File: src/rtl/shift_register_pkg.sv
// Shared types for the frame shift register: FSM states and shift-direction encoding.
package shift_register_pkg;

    typedef enum logic {
        IDLE  = 1'b0,
        SHIFT = 1'b1
    } state_t;

    localparam logic DIR_MSB = 1'b0;
    localparam logic DIR_LSB = 1'b1;

endpackage

File: src/rtl/frame_shift_register_if.sv
// Control and data bundle of the frame shift register; clk/reset stay separate ports.
interface frame_shift_register_if #(
    parameter int WIDTH = 11
) ();
    localparam int CW = $clog2(WIDTH + 1);

    logic             shift_en;
    logic             dir;
    logic             serial_in;
    logic             load;
    logic [WIDTH-1:0] load_data;
    logic             clear;
    logic [WIDTH-1:0] out;
    logic             serial_out;
    logic [CW-1:0]    bit_count;
    logic             frame_valid;

    modport master (
        output shift_en, dir, serial_in, load, load_data, clear,
        input  out, serial_out, bit_count, frame_valid
    );

    modport slave (
        input  shift_en, dir, serial_in, load, load_data, clear,
        output out, serial_out, bit_count, frame_valid
    );

endinterface

File: src/rtl/frame_bit_counter.sv
// Bits-received counter; tc flags the last bit of a frame so the next inc wraps to zero.
module frame_bit_counter #(
    parameter int MODULUS = 11
) (
    input  logic                           clk,
    input  logic                           reset,
    input  logic                           inc,
    input  logic                           clr,
    output logic [$clog2(MODULUS+1)-1:0]   count,
    output logic                           tc
);
    localparam int CW = $clog2(MODULUS + 1);

    assign tc = (count == CW'(MODULUS - 1));

    always_ff @(posedge clk) begin
        if (reset || clr) begin
            count <= '0;
        end else if (inc) begin
            count <= tc ? '0 : count + CW'(1);
        end
    end

endmodule

File: src/rtl/frame_shift_register.sv
// Bidirectional shift register with start-bit frame detection and a one-cycle frame_valid pulse.
//
// state | meaning
// ------+-----------------------------------------------------------
// IDLE  | waiting for a start bit; shifts move data but do not count
// SHIFT | inside a frame; every shift counts until WIDTH bits arrive
module frame_shift_register #(
    parameter int               WIDTH        = 11,
    parameter logic [WIDTH-1:0] RESET_VAL    = '1,
    parameter int               START_DETECT = 1
) (
    input  logic                  clk,
    input  logic                  reset,
    frame_shift_register_if.slave bus
);
    import shift_register_pkg::*;

    localparam int CW = $clog2(WIDTH + 1);

    state_t           state;
    logic [WIDTH-1:0] out_q;
    logic [WIDTH-1:0] shifted;
    logic             frame_valid_q;
    logic             start_ok;
    logic             shift_go;
    logic             cnt_inc;
    logic             cnt_clr;
    logic             cnt_tc;
    logic [CW-1:0]    cnt;

    assign shifted = (bus.dir == DIR_LSB) ? {bus.serial_in, out_q[WIDTH-1:1]}
                                          : {out_q[WIDTH-2:0], bus.serial_in};

    assign start_ok = (START_DETECT == 0) || !bus.serial_in;
    // clear and load outrank a same-cycle shift
    assign shift_go = bus.shift_en && !bus.clear && !bus.load;
    assign cnt_inc  = shift_go && ((state == SHIFT) || start_ok);
    assign cnt_clr  = bus.clear || bus.load;

    frame_bit_counter #(
        .MODULUS (WIDTH)
    ) u_bit_counter (
        .clk   (clk),
        .reset (reset),
        .inc   (cnt_inc),
        .clr   (cnt_clr),
        .count (cnt),
        .tc    (cnt_tc)
    );

    always_ff @(posedge clk) begin
        if (reset || bus.clear) begin
            state         <= IDLE;
            out_q         <= RESET_VAL;
            frame_valid_q <= 1'b0;
        end else if (bus.load) begin
            state         <= IDLE;
            out_q         <= bus.load_data;
            frame_valid_q <= 1'b0;
        end else begin
            frame_valid_q <= 1'b0;
            if (bus.shift_en) begin
                out_q <= shifted;
                case (state)
                    IDLE: begin
                        if (start_ok) begin
                            state <= SHIFT;
                        end
                    end
                    SHIFT: begin
                        if (cnt_tc) begin
                            state         <= IDLE;
                            frame_valid_q <= 1'b1;
                        end
                    end
                    default: state <= IDLE;
                endcase
            end
        end
    end

    assign bus.out         = out_q;
    assign bus.bit_count   = cnt;
    assign bus.frame_valid = frame_valid_q;
    assign bus.serial_out  = (bus.dir == DIR_LSB) ? out_q[0] : out_q[WIDTH-1];

endmodule
File: src/flat_wrapper.sv
// flat-port wrapper written by rule: the top's interface ports become plain ports
module frame_shift_register_flat import shift_register_pkg::*;
#(
    parameter int               WIDTH        = 11,
    parameter logic [WIDTH-1:0] RESET_VAL    = '1,
    parameter int               START_DETECT = 1
)
  (clk, reset, bus_shift_en, bus_dir, bus_serial_in, bus_load, bus_load_data, bus_clear, bus_out, bus_serial_out, bus_bit_count, bus_frame_valid);
  frame_shift_register_if #(.WIDTH(WIDTH)) bus_i ();
  input  logic clk;
  input  logic reset;
  input wire logic [$bits(bus_i.shift_en)-1:0] bus_shift_en;
  input wire logic [$bits(bus_i.dir)-1:0] bus_dir;
  input wire logic [$bits(bus_i.serial_in)-1:0] bus_serial_in;
  input wire logic [$bits(bus_i.load)-1:0] bus_load;
  input wire logic [$bits(bus_i.load_data)-1:0] bus_load_data;
  input wire logic [$bits(bus_i.clear)-1:0] bus_clear;
  output wire logic [$bits(bus_i.out)-1:0] bus_out;
  output wire logic [$bits(bus_i.serial_out)-1:0] bus_serial_out;
  output wire logic [$bits(bus_i.bit_count)-1:0] bus_bit_count;
  output wire logic [$bits(bus_i.frame_valid)-1:0] bus_frame_valid;
  assign bus_i.shift_en = bus_shift_en;
  assign bus_i.dir = bus_dir;
  assign bus_i.serial_in = bus_serial_in;
  assign bus_i.load = bus_load;
  assign bus_i.load_data = bus_load_data;
  assign bus_i.clear = bus_clear;
  assign bus_out = bus_i.out;
  assign bus_serial_out = bus_i.serial_out;
  assign bus_bit_count = bus_i.bit_count;
  assign bus_frame_valid = bus_i.frame_valid;
  frame_shift_register #(.WIDTH(WIDTH), .RESET_VAL(RESET_VAL), .START_DETECT(START_DETECT)) u_core (.clk(clk), .reset(reset), .bus(bus_i));
endmodule
File: config.mk
export PLATFORM = sky130hd
export DESIGN_NAME = frame_shift_register_flat
export DESIGN_NICKNAME = d
export VERILOG_FILES = /design/src/rtl/shift_register_pkg.sv /design/src/rtl/frame_shift_register_if.sv /design/src/rtl/frame_bit_counter.sv /design/src/rtl/frame_shift_register.sv /design/src/flat_wrapper.sv
export SDC_FILE = /design/constraint.sdc
export NUM_CORES = 1
export LEC_CHECK = 0
export CAP_MARGIN = 20
export CORE_MARGIN = 3
export CORE_UTILIZATION = 47
export CTS_CLUSTER_SIZE = 14
export DETAILED_ROUTE_END_ITERATION = 10
export PLACE_DENSITY = 0.88
export SLEW_MARGIN = 0
export SYNTH_ARGS = -nofsm -noshare
export SYNTH_HDL_FRONTEND = slang
export SYNTH_SLANG_ARGS = --single-unit
export TNS_END_PERCENT = 50
File: constraint.sdc
create_clock -name clk -period 1.6 [get_ports clk]
set_input_delay 0.32 -clock clk [delete_from_list [all_inputs] [get_ports clk]]
set_output_delay 0.32 -clock clk [all_outputs]
set_load 0.05 [all_outputs]
; ---- After elaboration in Yosys (flattened, before gate mapping)
; Cells that the tools add are included.
[totals]
reg_bits = 17
inputBits = 18
out_inout_bits = 17
word_cells = 30
[classes]
addsub = 1
n_eq_ne = 1
n_mux = 9
n_bitwise = 2
reduce_logical = 13
[ops]
columns = op, n
row1 = $mux 11, 3
row2 = $add 4x1->4 const B, 1
row3 = $eq 4x4->1 const B, 1
row4 = $logic_or 1x1->1, 4
row5 = $mux 1, 4
row6 = $mux 4, 1
row7 = $reduce_or 4->1, 1
row8 = $logic_and 1x1->1, 3
row9 = $logic_not 1->1, 3
row10 = $not 1->1, 2
row11 = $pmux 1 s2, 1
row12 = $reduce_bool 2->1, 1
row13 = $reduce_or 2->1, 1

; ---- Longest topological paths before layout
[logic_depth]
word_depth = 4
ltp_mapped = 5

; ---- Cells and area by module
; From an unflattened synthesis, not the netlist that was laid out.
[unflattened]
cells_unflattened = 112
area_unflattened_um2 = 920.9
[modules_own_cells]
columns = module, instances, cells_per_inst, area_per_inst_um2, seq_area_each_um2
row1 = frame_shift_register, 1, 88, 714.4, 260.2
row2 = frame_bit_counter, 1, 24, 206.4, 80.1

; ---- Least setup slack after synthesis
; OpenSTA, ideal clock, no wires.
[synth_path]
path_kind = flip-flop to flip-flop
from = register u_core.u_bit_counter.count[1]
to = register u_core.u_bit_counter.count[0]
arrival_ns = 1.289
t_required_ns = 1.485
slack_ns = 0.197
path_stages_with_launch = 4
n_path_buf = 0
path_cell_list = dfxtp_1 nand4bb_1 and4_1 o21a_1
[synth_via]
elab_chain_len = 2
[synth_rtl]
columns = item, line_no
row1 = "start, declared", frame_bit_counter.sv:9  ; output logic [$clog2(MODULUS+1)-1:0] count,
row2 = "start signal, assigned", frame_bit_counter.sv:20  ; count <= tc ? '0 : count + CW'(1);
row3 = $eq 4x4->1, frame_bit_counter.sv:14  ; assign tc = (count == CW'(MODULUS - 1));
row4 = $mux 4, frame_bit_counter.sv:20
; Every way passes these cells.
; A chain may end at the register's enable or synchronous reset.

; ---- Worst setup path in the final report
[layout_path]
from = register u_core.out_q[0], in the netlist u_core.bus.out[0]
to = output port bus_serial_out
[layout_via]
elab_chain_len = 1
[layout_rtl]
columns = item, line_no
row1 = "start, declared", frame_shift_register.sv:21  ; logic [WIDTH-1:0] out_q;
row2 = "start signal, assigned", frame_shift_register.sv:58  ; out_q <= bus.load_data;
row3 = "start signal, assigned", frame_shift_register.sv:63  ; out_q <= shifted;
row4 = $mux 1, frame_shift_register.sv:85  ; assign bus.serial_out = (bus.dir == DIR_LSB) ? out_q[0] : out_q[WIDTH-1];
row5 = "end, declared", flat_wrapper.sv:19  ; output wire logic [$bits(bus_i.serial_out)-1:0] bus_serial_out;
; Every way passes these cells.

==> impl_metrics.tcl <==
set metrics [dict create \
    tightest_slew_ps 299.9 \
    crit_type "register to output pin" \
    fin_nets 168 \
    crit_path_end_kind "output pin" \
    grt_pass1_wl_mm 4.367 \
    drc_errors 0 \
    routed_wl_mm 2.679 \
    io_buffers 34 \
    synth-seq-cells 17 \
    antenna_found_initial 0 \
    slew_violations 0 \
    power_density_nw_per_um2 633.0 \
    start_kind "register" \
    synth_cells 113 \
    max_freq_mhz 672.8 \
    worst-r2r-cell-count 3 \
    core_area_sq_um 1839 \
    final_area_sq_um 1513 \
    fin_ws_ps 113.8 \
    clk_pin_slew_ps 110 \
    relSlewSlack 0.7998 \
    pre_cts_slack_ps -104.2 \
    cts_tree "done" \
    yosys_warnings 0 \
    worstPathCellList "mux2_2 -> buf_4" \
    dp_hpwl_mm 2.063 \
    whs_path_depth 2 \
    dr.pass1.iters 4 \
    drtIter0Drc 35 \
    rsz0062_at_grt "false" \
    leakage_nw 0.6747 \
    cts_root_buf "clkbuf_4" \
    fp.dieArea_sq_um 2668 \
    grt_pass1_vias 951 \
    critPathTopFamily "flip-flops" \
    ff2ff_setup_slack_ps 390 \
    r2r-start "u_core.u_bit_counter.count[0]" \
    timing.rr.end "u_core.u_bit_counter.count[0]" \
    vias 1000 \
    start_util 0.5327 \
    viasPerCell 5.747 \
    finalNonFillerCells 174 \
    grt_usage 0.2229 \
    ir_worst_vdd_v 0.0004865 \
    cts.path.max_buffers 2 \
    seq_area_frac_synth 0.3474 \
    cp.required_ps 1280 \
    gp_congestion 0.7624 \
    ant_nets 0 \
    area_delta_synth_final_pct 54.41 \
    period_minus_slack_ps 1486 \
    worstPathArrival_ps 1170 \
    drive_gt1_frac 0.2215 \
    status "completed" \
    place_area_sq_um 1486 \
    worstPathMaxFanout 4 \
    cts_buffers 3 \
    setup_viol 0 \
    min_to "u_core.bus.frame_valid" \
    fin_skew_ps 9.419 \
    grt_max_degree 23 \
    min-delay-start "u_core.state" \
    yosysUniqueCellTypes 31 \
    slowest_delay_ps 380 \
    wire_per_inst_um 15.40 \
    period_share 0.9289 \
    worst-path-buf-inv 1 \
    syn_area_per_cell_sq_um 8.670 \
    cts_sinks 17 \
    ioPinCount 35 \
    synth.cell_area_sq_um 979.7 \
    die-width_um 51.66 \
    hp-class "register to register" \
    grt_overflow_total 0 \
    htree_levels 1 \
    rows 15 \
    cap_viol_max_count 0 \
    dp_cells 170 \
    slowest_stage "dfxtp_1" \
    die_h_um 51.66 \
    hold_viol 0 \
    synth_fp_nets 131 \
    clkLatencyLatePin_ps 310 \
    n_antenna_cell 0 \
]
==> cell usage after synthesis <==
cell,n,area (sq um)
dfxtp_1,17,340.3
nand2_1,13,48.80
mux2i_1,12,120.1
nand3_1,12,60.06
nor2_1,12,45.04
a211o_1,11,96.34
a21oi_1,3,15.01
buf_6,3,33.78
clkbuf_1,3,11.26
buf_2,2,10.01
inv_1,2,7.510
nand2b_1,2,12.51
nor2b_1,2,12.51
nor3_2,2,20.02
a21bo_1,1,10.01
a31oi_1,1,6.260
a32o_1,1,10.01
and2_1,1,6.260
and3b_1,1,8.760
and4_1,1,8.760
and4bb_2,1,12.51
mux2_2,1,11.26
nand4_1,1,6.260
nand4bb_1,1,11.26
nor3_1,1,5.000
nor3b_2,1,12.51
o211ai_1,1,7.510
o21a_1,1,7.510
o21ai_0,1,5.000
or3_1,1,6.260
or3_4,1,11.26
==> cell usage in the layout (no fill, tap or decap), drive strengths merged <==
master and instances:
dfxtp 17, nor2b 2, nand3 12, clkinv 1
or3 2, and4bb 1, a21bo 1, nor3 3
and2 1, inv 2, a211o 11, o21a 1
o21ai 1, a31oi 1, nand4 1, buf 23
nand2b 2, mux2i 12, a21oi 3, nand4bb 1
and3b 1, mux2 1, dlygate4sd2 1, clkdlybuf4s50 16
clkbuf 3, o211ai 1, nand2 13, a32o 1
and4 1, nor3b 1, nor2 12
==> per-stage QoR <==
step | util | power (W) | hold WS (ps) | setup TNS (ps)
detailed placement | 0.8082 | 0.0007225 | 459.1 | -674.1
global route | 0.8224 | 0.001002 | 482.9 | 0
finish | 0.8224 | 0.0009576 | 465.1 | 0
CTS | 0.8224 | 0.0009658 | 463.3 | 0
floorplan | - | 0.0005968 | 426.2 | 0
global placement | 0.8082 | 0.0007131 | 456.0 | -83.32
==> state kept, by name (all words and copies together) (netlist names) <==
signal,cells
u_core.bus.frame_valid,1
u_core.state,1
u_core.bus.out,11
u_core.u_bit_counter.count,4
==> how the worst max path moves through the flow <==
| stage | start | endpoint | cells after the start |
|---|---|---|---|
| global placement | bus_dir | bus_serial_out | 3 |
| CTS | u_core.bus.out[0] | bus_serial_out | 2 |
| detailed placement | bus_dir | bus_serial_out | 3 |
| global route | u_core.bus.out[0] | bus_serial_out | 2 |
| finish | u_core.bus.out[0] | bus_serial_out | 2 |
| floorplan | u_core.u_bit_counter.count[1] | u_core.u_bit_counter.count[0] | 3 |
==> worst reg2reg max path, stage by stage, from the launching register on <==
cell	delay, ps
dfxtp_1	410
nand4bb_1	290
and4_1	250
o21a_1	170
==> cells by family after synthesis <==
kind of cell	after synthesis	share of synthesized area
compound gates	20	0.1609
flops	17	0.3474
buf+inv	10	0.06386
mux	13	0.1341
simple gates	53	0.2937
==> layout make-up <==
type,count,area (sq um)
timing repair buffer,40,529.3
inverter,2,7.507
clock inverter,1,5.005
sequential,17,340.3
clock buffer,3,22.52
multi-input combinational,86,576.8
tap,25,31.28
fill,116,326.6
==> power by group <==
part           internal, W  total, W  switching, W  leakage [nW]
Clock            0.0000935  0.000245      0.000151        0.0177
Sequential        0.000436  0.000458     0.0000215         0.139
Combinational     0.000131  0.000255      0.000124         0.518
Total             0.000660  0.000958      0.000297         0.675
==> timing repair <==
item | in CTS | in global routing
hold buffers | 0 | 0
resized for setup | 1 | 0
setup endpoints to repair | 1 | 0
hold endpoints to repair | 0 | 0
setup buffers | 0 | 0
==> per-layer routing <==
layer | global-route usage | wire [um] | up-vias | share of wire
li1 | - | - | 477 | -
met1 | 0.2641 | 1136 | 482 | 0.42
met5 | 0 | 0 | - | 0
met4 | 0.08734 | 57 | 0 | 0.021
met2 | 0.3835 | 1313 | 34 | 0.49
met3 | 0.05444 | 171 | 7 | 0.064
No activity file was read; power rests on OpenSTA's default activity.
